<file path="config.mk">
export PLATFORM = sky130hd
export DESIGN_NAME = hd44780_capture
export DESIGN_NICKNAME = d
export VERILOG_FILES = /design/src/rtl/hd44780_capture.sv
export SDC_FILE = /design/constraint.sdc
export NUM_CORES = 1
export LEC_CHECK = 0
export ABC_CLOCK_PERIOD_IN_PS = 3200
export BUFFER_PORTS_ARGS = -buffer_cell sky130_fd_sc_hd__buf_2
export CORE_ASPECT_RATIO = 0.75
export CORE_MARGIN = 8
export CORE_UTILIZATION = 60
export CTS_BUF_LIST = sky130_fd_sc_hd__clkbuf_16
export DETAILED_ROUTE_END_ITERATION = 8
export GPL_TIMING_DRIVEN = 0
export PLACE_DENSITY = 0.84
export SETUP_SLACK_MARGIN = 0.02
export SLEW_MARGIN = 20
export SYNTH_ARGS = -nofsm -noshare
export SYNTH_HDL_FRONTEND = slang
export SYNTH_SLANG_ARGS = --single-unit
</file>
<file path="constraint.sdc">
create_clock -name clk -period 3.2 [get_ports clk]
set_input_delay 0.32 -clock clk [delete_from_list [all_inputs] [get_ports clk]]
set_output_delay 0.32 -clock clk [all_outputs]
set_load 0.02 [all_outputs]
</file>
<file path="src/rtl/hd44780_capture.sv">
// hd44780_capture
//
// Passive HD44780 bus listener. Watches RS/E/D written by the board's LCD
// driver and rebuilds the 2x16 visible character area in a 32-byte shadow
// buffer. The host side reads the shadow through rd_addr/rd_data. Nothing is
// ever driven back onto the LCD bus.
//
// Ports
//   clk, reset        50 MHz system clock, async active-high reset
//   lcd_rs/e/d        LCD bus, asynchronous to clk; E strobes on its falling edge
//   rd_addr[4:0]      shadow index {row, column[3:0]}
//   rd_data[7:0]      registered shadow byte at rd_addr (1-cycle latency)
//   busy              clear sweep in progress
//   changed           sticky: visible cell written or display cleared
//   changed_clr       clears changed (a simultaneous set wins)
//   overflow          sticky: a strobe was dropped (cleared only by reset)
//   display_on        D bit of the last display-control instruction
//
// Optional build macro HD44780_CURSOR_EN adds:
//   cursor_on, cursor_blink, cursor_idx[4:0], cursor_vis
//
// state  | meaning
// IDLE   | strobes (or the pending one) execute
// SWEEP  | writes 0x20 to one cell per cycle, 32 cycles, busy=1

module hd44780_capture #(
    parameter int unsigned SWEEP_START = 0
) (
    input  logic       clk,
    input  logic       reset,
    input  logic       lcd_rs,
    input  logic       lcd_e,
    input  logic [7:0] lcd_d,
    input  logic [4:0] rd_addr,
    output logic [7:0] rd_data,
    output logic       busy,
    output logic       changed,
    input  logic       changed_clr,
    output logic       overflow,
    output logic       display_on
`ifdef HD44780_CURSOR_EN
    ,
    output logic       cursor_on,
    output logic       cursor_blink,
    output logic [4:0] cursor_idx,
    output logic       cursor_vis
`endif
);

    localparam logic       ST_IDLE    = 1'b0;
    localparam logic       ST_SWEEP   = 1'b1;
    localparam logic [4:0] SWEEP_BASE = 5'(SWEEP_START);
    localparam logic [7:0] SPACE      = 8'h20;

    // {E, RS, D} travel through one synchronizer so they stay aligned.
    logic [9:0] sync1_q, sync1_d;
    logic [9:0] sync2_q, sync2_d;
    logic       e_prev_q, e_prev_d;

    logic       strobe_q, strobe_d;
    logic       st_rs_q, st_rs_d;
    logic [7:0] st_data_q, st_data_d;

    logic       pend_v_q, pend_v_d;
    logic       pend_rs_q, pend_rs_d;
    logic [7:0] pend_data_q, pend_data_d;

    logic       state_q, state_d;
    logic [4:0] cnt_q, cnt_d;
    logic [6:0] addr_q, addr_d;
    logic       inc_q, inc_d;
    logic       cg_q, cg_d;
    logic       changed_q, changed_d;
    logic       overflow_q, overflow_d;
    logic       disp_q, disp_d;
    logic       curs_q, curs_d;
    logic       blink_q, blink_d;
    logic [7:0] rd_data_q, rd_data_d;

    logic       exec_v;
    logic       exec_rs;
    logic [7:0] exec_data;
    logic       wr_en;
    logic [4:0] wr_idx;
    logic [7:0] wr_data;

    logic [7:0] mem [32];

    // Two-line DDRAM address stepping: line 1 is 0x00-0x27, line 2 0x40-0x67.
    function automatic logic [6:0] addr_step(input logic [6:0] a, input logic up);
        logic [6:0] r;
        if (up) begin
            if (a == 7'h27)      r = 7'h40;
            else if (a == 7'h67) r = 7'h00;
            else                 r = a + 7'd1;
        end else begin
            if (a == 7'h00)      r = 7'h67;
            else if (a == 7'h40) r = 7'h27;
            else                 r = a - 7'd1;
        end
        return r;
    endfunction

    always_comb begin
        sync1_d     = {lcd_e, lcd_rs, lcd_d};
        sync2_d     = sync1_q;
        e_prev_d    = sync2_q[9];

        strobe_d    = e_prev_q & ~sync2_q[9];
        st_rs_d     = sync2_q[8];
        st_data_d   = sync2_q[7:0];

        pend_v_d    = pend_v_q;
        pend_rs_d   = pend_rs_q;
        pend_data_d = pend_data_q;
        state_d     = state_q;
        cnt_d       = cnt_q;
        addr_d      = addr_q;
        inc_d       = inc_q;
        cg_d        = cg_q;
        changed_d   = changed_q & ~changed_clr;
        overflow_d  = overflow_q;
        disp_d      = disp_q;
        curs_d      = curs_q;
        blink_d     = blink_q;

        exec_v      = 1'b0;
        exec_rs     = 1'b0;
        exec_data   = 8'h00;
        wr_en       = 1'b0;
        wr_idx      = 5'd0;
        wr_data     = 8'h00;

        if (state_q == ST_SWEEP) begin
            wr_en   = 1'b1;
            wr_idx  = cnt_q;
            wr_data = SPACE;
            cnt_d   = cnt_q + 5'd1;
            if (cnt_q == 5'd31) state_d = ST_IDLE;
            if (strobe_q) begin
                if (!pend_v_q) begin
                    pend_v_d    = 1'b1;
                    pend_rs_d   = st_rs_q;
                    pend_data_d = st_data_q;
                end else begin
                    overflow_d  = 1'b1;
                end
            end
        end else begin
            if (pend_v_q) begin
                exec_v    = 1'b1;
                exec_rs   = pend_rs_q;
                exec_data = pend_data_q;
                // The slot frees as it executes, so a strobe arriving now refills it.
                pend_v_d  = strobe_q;
                if (strobe_q) begin
                    pend_rs_d   = st_rs_q;
                    pend_data_d = st_data_q;
                end
            end else if (strobe_q) begin
                exec_v    = 1'b1;
                exec_rs   = st_rs_q;
                exec_data = st_data_q;
            end
        end

        if (exec_v) begin
            if (exec_rs) begin
                if (!cg_q) begin
                    if (addr_q[5:4] == 2'b00) begin
                        wr_en     = 1'b1;
                        wr_idx    = {addr_q[6], addr_q[3:0]};
                        wr_data   = exec_data;
                        changed_d = 1'b1;
                    end
                    addr_d = addr_step(addr_q, inc_q);
                end
            end else begin
                if (exec_data[7]) begin
                    addr_d = exec_data[6:0];
                    cg_d   = 1'b0;
                end else if (exec_data[6]) begin
                    cg_d = 1'b1;
                end else if (exec_data[5]) begin
                    // function set: no effect on the shadow
                end else if (exec_data[4]) begin
                    if (!exec_data[3]) addr_d = addr_step(addr_q, exec_data[2]);
                end else if (exec_data[3]) begin
                    disp_d  = exec_data[2];
                    curs_d  = exec_data[1];
                    blink_d = exec_data[0];
                end else if (exec_data[2]) begin
                    inc_d = exec_data[1];
                end else if (exec_data[1]) begin
                    addr_d = 7'h00;
                end else if (exec_data[0]) begin
                    state_d   = ST_SWEEP;
                    cnt_d     = SWEEP_BASE;
                    addr_d    = 7'h00;
                    inc_d     = 1'b1;
                    changed_d = 1'b1;
                end
            end
        end

        // Bypass so a read of the cell being written returns the new byte.
        if (wr_en && (wr_idx == rd_addr)) rd_data_d = wr_data;
        else                              rd_data_d = mem[rd_addr];
    end

    always_ff @(posedge clk or posedge reset) begin
        if (reset) begin
            sync1_q     <= '0;
            sync2_q     <= '0;
            e_prev_q    <= 1'b0;
            strobe_q    <= 1'b0;
            st_rs_q     <= 1'b0;
            st_data_q   <= 8'h00;
            pend_v_q    <= 1'b0;
            pend_rs_q   <= 1'b0;
            pend_data_q <= 8'h00;
            state_q     <= ST_SWEEP;
            cnt_q       <= SWEEP_BASE;
            addr_q      <= 7'h00;
            inc_q       <= 1'b1;
            cg_q        <= 1'b0;
            changed_q   <= 1'b0;
            overflow_q  <= 1'b0;
            disp_q      <= 1'b0;
            curs_q      <= 1'b0;
            blink_q     <= 1'b0;
            rd_data_q   <= 8'h00;
        end else begin
            sync1_q     <= sync1_d;
            sync2_q     <= sync2_d;
            e_prev_q    <= e_prev_d;
            strobe_q    <= strobe_d;
            st_rs_q     <= st_rs_d;
            st_data_q   <= st_data_d;
            pend_v_q    <= pend_v_d;
            pend_rs_q   <= pend_rs_d;
            pend_data_q <= pend_data_d;
            state_q     <= state_d;
            cnt_q       <= cnt_d;
            addr_q      <= addr_d;
            inc_q       <= inc_d;
            cg_q        <= cg_d;
            changed_q   <= changed_d;
            overflow_q  <= overflow_d;
            disp_q      <= disp_d;
            curs_q      <= curs_d;
            blink_q     <= blink_d;
            rd_data_q   <= rd_data_d;
        end
    end

    // Shadow RAM has no reset; the reset sweep fills it with spaces.
    always_ff @(posedge clk) begin
        if (wr_en) mem[wr_idx] <= wr_data;
    end

    assign rd_data    = rd_data_q;
    assign busy       = (state_q == ST_SWEEP);
    assign changed    = changed_q;
    assign overflow   = overflow_q;
    assign display_on = disp_q;

`ifdef HD44780_CURSOR_EN
    assign cursor_on    = curs_q;
    assign cursor_blink = blink_q;
    assign cursor_idx   = {addr_q[6], addr_q[3:0]};
    assign cursor_vis   = (addr_q[5:4] == 2'b00) && !cg_q;
`else
    // C/B bits are decoded but unused without the cursor outputs.
    logic unused_cursor;
    assign unused_cursor = curs_q ^ blink_q;
`endif

endmodule

</file>
==> results of run 1 <==
## worst min-delay path by stage
stage,start,endpoint,cells past startpoint
after floorplan,sync2_q[0],st_data_q[0],0
after global placement,sync1_q[1],sync2_q[1],0
after detailed placement,sync1_q[8],sync2_q[8],0
after CTS,changed_clr,changed,3
after global routing,changed_clr,changed,3
final,changed_clr,changed,3
## registers in the layout, summed over array words and instances (netlist names), 5 cells and up
| name | cells |
|---|---|
| pend_data_q | 8 |
| sync2_q | 10 |
| addr_q | 7 |
| cnt_q | 5 |
| mem | 256 |
| sync1_q | 10 |
| st_data_q | 8 |
| rd_data | 8 |
## cell usage in the layout (no fill, tap or decap), drive strengths merged, types with 5 or more instances in the layout
cell type    instances
a211oi               8
a31oi                6
a221o                5
dfrtp               65
a221oi               5
clkbuf              49
clkinv              14
nor2                76
a21oi               32
nand3               12
xnor2                6
mux2i               39
nor3                19
mux4                57
dlygate4sd3         11
inv                 19
a22oi                9
buf                 70
nand2               34
ha                   5
o21ai               34
edfxtp             256
mux2                17
nor2b                8
## power by group
part           leakage (µW)  switching, µW  internal, µW
Sequential          0.00301            150          4800
Clock              0.000524           1560          2070
Combinational       0.00182           1110           627
## metal layers
metal	routed length, µm	part of all wire [%]	track usage [%]	vias to the layer above
met1	13200	38	35.0	4290
met4	1210	3.5	7.12	2
met2	15700	45	37.5	634
met3	4510	13	6.90	121
li1	-	-	-	3475
met5	10	0.029	0	-
## cell families after synthesis
family                     after synthesis  share of synthesized area (%)
AOI/OAI and AO/OA                      147                           7.46
muxes                                  113                           13.9
buffers and inverters                   67                           2.81
and+or+nand+nor                        177                           6.02
adders and majority gates                6                          0.531
DFF                                    323                           68.6
xor gates and xnor gates                10                          0.641
## stage by stage
stage	cell area [µm²]	std cells	hold WS, ns
after global placement	14100	1162	0.332
final	15600	1236	0.0438
after floorplan	13700	843	0.331
after CTS	15500	1236	0.0349
after global routing	15600	1236	0.0429
after detailed placement	14300	1169	0.337
## layout make-up
| cell class | instances | area, µm² |
|---|---|---|
| Multi-Input combinational cell | 453 | 4160 |
| Inverter | 14 | 55.1 |
| Clock inverter | 22 | 163 |
| Fill cell | 1350 | 6580 |
| Timing Repair Buffer | 44 | 359 |
| Clock buffer | 34 | 851 |
| Sequential cell | 323 | 9370 |
| Buffer | 52 | 329 |
| Tap cell | 294 | 368 |
## what timing repair did
action,CTS,global route
hold buffers,11,0
pin swaps,0,1
resized for setup,30,28
hold endpoints to repair,47,0
endpoints found under the setup margin,248,256
cloned,0,0
setup buffers,0,1
## worst reg2reg max path, cell delays in order (launching register included)
cell and delay, ns:
dfstp_2 0.56, buf_2 0.24, and3b_1 0.30, o21a_1 0.21
buf_2 0.19, a21boi_0 0.46, nand3_1 0.44, nor2_2 0.58
==> flow_summary.ini, run 1 <==
[critical_path]
cp-end-kind = register
required_ns = 3.39
timing.rr.end = mem[16][4]
cp_slowest_cell = nor2_2
cp_top_family = simple AND/OR/NAND/NOR gates
critical_path.most_common_cell = buf_2
r2r-start = busy
cp_num_buf_inv = 2
path_cells = buf_2 -> and3b_1 -> o21a_1 -> buf_2 -> a21boi_0 -> nand3_1 -> nor2_2
crit_arrival_ns = 3.54
worstRegToRegCells = 7
path_depth = 7
critPathLaunch = busy
max_stage_delay_ns = 0.58
r2r_slack_ns = -0.15
cp-start-kind = register
path_max_fanout = 10
worstSetupPathType = reg -> reg
endpoint = mem[16][4]

[routing]
drtIter0Drc = 1428
viasPerCell = 6.89
totalWireLength_um = 34600
dr.pass1.iters = 8
wl_per_cell_um = 28.0
drc = 0
ant_nets = 0
vias = 8522

[global_routing]
first_global_vias = 8337
antenna_found_initial = 1
grt_pass1_wl_um = 52000
grt_start_max_net_pins = 40
overflow = 0
track_usage_pct = 24.8

[synthesis]
ys_seq_area_share_pct = 68.6
syn_inst = 843
synthTopCellsByCount = edfxtp_1 (256), nor2_1 (76), dfrtp_1 (65)
synthesis.nets = 866
yosys_warnings = 0
ys_ff_latch = 323
ys.flop_type = edfxtp_1
async_flop_share_pct = 20.7
synth_top_area_share_pct = 56.3
synth_enable_flop_cells = 256
postSynthAreaPerCell_um2 = 16.2
synth_most_common_cell = edfxtp_1
synth_top_area_cell = edfxtp_1
syn_area_um2 = 13700
synth_area_leaders = edfxtp_1 (56%), dfrtp_1 (12%), mux4_2 (7.8%)
ys_types = 76

[final_layout]
final_nets = 941
n_antenna_cell = 0
layout-drive-gt1-share_pct = 26.0
areaGrowthSynthToFinish_pct = 14.6
fin_util_pct = 70.4

[job]
max_cap_violations = 0

[sta]
max_freq_mhz = 298
tns_ns = -7.35
drv_slew = 0
tightest_slew_ns = 0.852
finalCritPeriodShare_pct = 105
setup_viol = 64
finalCriticalPeriod_ns = 3.35
hold_viol = 0
finalClockSkew_ns = 0.0161
slew_headroom_pct = 43.2
rsz0062_at_grt = yes
finalWorstSetupSlack_ns = -0.152

[worst_hold_path]
hold_class = in -> reg

[cts]
clk_latency_ns = 0.56
clockRootBuffer = clkbuf_16
cts_sinks = 323
cts_max_level = 1
cts-buffers-inserted = 30
tritoncts = built
clock_path_buffers = 3
cts.reportedPaths.clkPinSlew_ns = 0.07

[floorplanning]
initial_utilization_pct = 61.4
die_height_um = 147
die_x_um = 190
rows = 47
io_pins = 30
die_area_um2 = 27900
core_area_um2 = 22200

[placed_design]
gp_congestion = 0.965
dpl_worst_slack_ns = -0.193
hpwlAfterDp_um = 22400
io_buffers = 25

[power]
p_leak_uw = 0.00535
ir_worst_vdd_uv = 453
power_density_nw_per_um2 = 659
power.total_uw = 10300

[run_status]
outcome = finished, violations left
violations = setup timing
(Power assumes the default switching activity.)
==> run 2, diff against run 1 <==
==> constraint.sdc (replaced) <==
create_clock -name clk -period 3.2 [get_ports clk]
set_input_delay 0.64 -clock clk [delete_from_list [all_inputs] [get_ports clk]]
set_output_delay 0.64 -clock clk [all_outputs]
set_load 0.02 [all_outputs]
==> run 2 against run 1 <==
Against the previous run: the flow finishes with violations (DRC, setup timing); flip-flop and latch count unchanged; via count decreased by 0.89%; global-route usage is 0.11 points lower; critical path depth is the same; first-iteration DRC count down 0.21%; largest power group unchanged.
==> flow_summary.ini, run 2 (same netlist as run 1, synthesis figures left out) <==
[final_layout]
largest-register = mem
largest_reg_flops = 256
multi_input_area_um2 = 4160
n_antenna_cell = 0
seqCellArea_um2 = 9370
mostFrequentLayoutCells = edfxtp_1 (256), dfrtp_1 (65), buf_2 (48)
layout.cells.most_common = edfxtp_1
final_nets = 930
areaGrowthSynthToFinish_pct = 13.8
layout-drive-gt1-share_pct = 26.3
fillers = 1361
top_regs = mem: 256 flops, sync1_q: 10 flops, sync2_q: 10 flops

[global_routing]
antenna_found_initial = 1
first_global_vias = 8278
grt_start_max_net_pins = 40
track_usage_pct = 24.7
grt_pass1_wl_um = 51800
overflow = 0

[cts]
clockRootBuffer = clkbuf_16
tritoncts = built
cts_sinks = 323
cts_max_level = 1
cts-buffers-inserted = 30
clk_latency_ns = 0.56
clock_path_buffers = 3
cts.reportedPaths.clkPinSlew_ns = 0.07

[placed_design]
hpwlAfterDp_um = 22400
io_buffers = 25
gp_congestion = 0.965

[sta]
hold_viol = 0
finalCritPeriodShare_pct = 103
fin_hold_ws_ns = 0.117
drv_slew = 0
finalClockSkew_ns = 0.0165
finalCriticalPeriod_ns = 3.31
tns_ns = -5.35
setup_viol = 64
tightest_slew_ns = 0.861
max_freq_mhz = 302
rsz0062_at_grt = yes
slew_headroom_pct = 42.5
finalWorstSetupSlack_ns = -0.112

[routing]
drc = 1
totalWireLength_um = 34400
wl_met3_um = 4560
ant_nets = 0
dr_wl_met2_um = 15600
wirelength_met1_um = 12900
maxUsedRoutingLayer = met5
viasPerCell = 6.89
drtIter0Drc = 1425
vias = 8446
wl_per_cell_um = 28.1
dr.pass1.iters = 7

[critical_path]
r2r_slack_ns = -0.11
path_max_fanout = 10
worstSetupPathType = reg -> reg
crit_arrival_ns = 3.50
r2r-start = busy
cp-end-kind = register
worstRegToRegCells = 7
cp-start-kind = register
timing.rr.end = mem[14][3]
required_ns = 3.39

[power]
ir_worst_vdd_uv = 456
p_leak_uw = 0.00531
power_density_nw_per_um2 = 663

[floorplanning]
rows = 47
core_area_um2 = 22200
io_pins = 30
die_x_um = 190
initial_utilization_pct = 61.4
die_height_um = 147
die_area_um2 = 27900

[job]
max_cap_violations = 0

[run_status]
violations = DRC, setup timing
outcome = finished, violations left

[worst_hold_path]
hold_class = in -> async
## run 2: cell count changes in the layout (fill, tap and decap cells not counted)
cell           before  now
dlygate4sd3_1      11    0
## run 2: area by class of cell
cell class,count,share of cell area [%]
clock inverters,22,1.05
well taps,294,2.37
plain buffers,52,2.12
repair buffers,33,1.60
inverters,14,0.354
clock buffers,34,5.48
flip-flops and latches,323,60.3
multi-input cells,453,26.7
## run 2: per-stage QoR
| stage | power, µW | cells | utilization, % | setup slack (ns) | cell area (µm²) |
|---|---|---|---|---|---|
| 3_3_place_gp | 6540 | 1162 | 63.6 | -1.28 | 14100 |
| 2_1_floorplan | 6130 | 843 | - | 0.238 | 13700 |
| 6_report | 10300 | 1225 | 69.9 | -0.112 | 15500 |
| 4_1_cts | 10200 | 1225 | 69.2 | -0.155 | 15400 |
| 5_1_grt | 10600 | 1225 | 69.9 | -0.191 | 15500 |
| 3_5_place_dp | 6620 | 1169 | 64.3 | -0.193 | 14300 |
## run 2: how the worst max path moves through the flow
stage / start / to / slack [ns] / depth (start not counted)
after floorplan: busy / mem[0][4] / 0.24 / 5
after global placement: addr_q[4] / mem[21][4] / -1.28 / 5
after detailed placement: busy / mem[17][6] / -0.19 / 7
after CTS: busy / mem[1][6] / -0.15 / 8
after global routing: busy / mem[16][6] / -0.19 / 7
final: busy / mem[14][3] / -0.11 / 7
## run 2: timing repair
| action | 4_1_cts | 5_1_grt |
|---|---|---|
| setup endpoints to repair | 248 | 256 |
| pin swaps | 0 | 1 |
| buffers inserted | 0 | 1 |
| resized for setup | 30 | 28 |
| hold buffers | 0 | 0 |
## run 2: where the power goes
part           switching, µW  leakage [µW]  total (µW)  internal (µW)
Clock                   1560      0.000524        3630           2070
Combinational           1110       0.00177        1720            618
Sequential               153       0.00301        4950           4800
## run 2: critical path: stages (launching register included)
cell      delay, ns
dfstp_2        0.56
buf_2          0.24
and3b_1        0.28
o21a_1         0.20
buf_2          0.19
a21boi_0       0.42
nand3_1        0.46
nor2_2         0.59
## run 2: per-layer routing
layer | up-vias | global-route usage [%]
met2 | 650 | 37.2
met5 | - | 0
met1 | 4200 | 34.9
li1 | 3457 | -
met4 | 2 | 7.12
met3 | 137 | 6.93
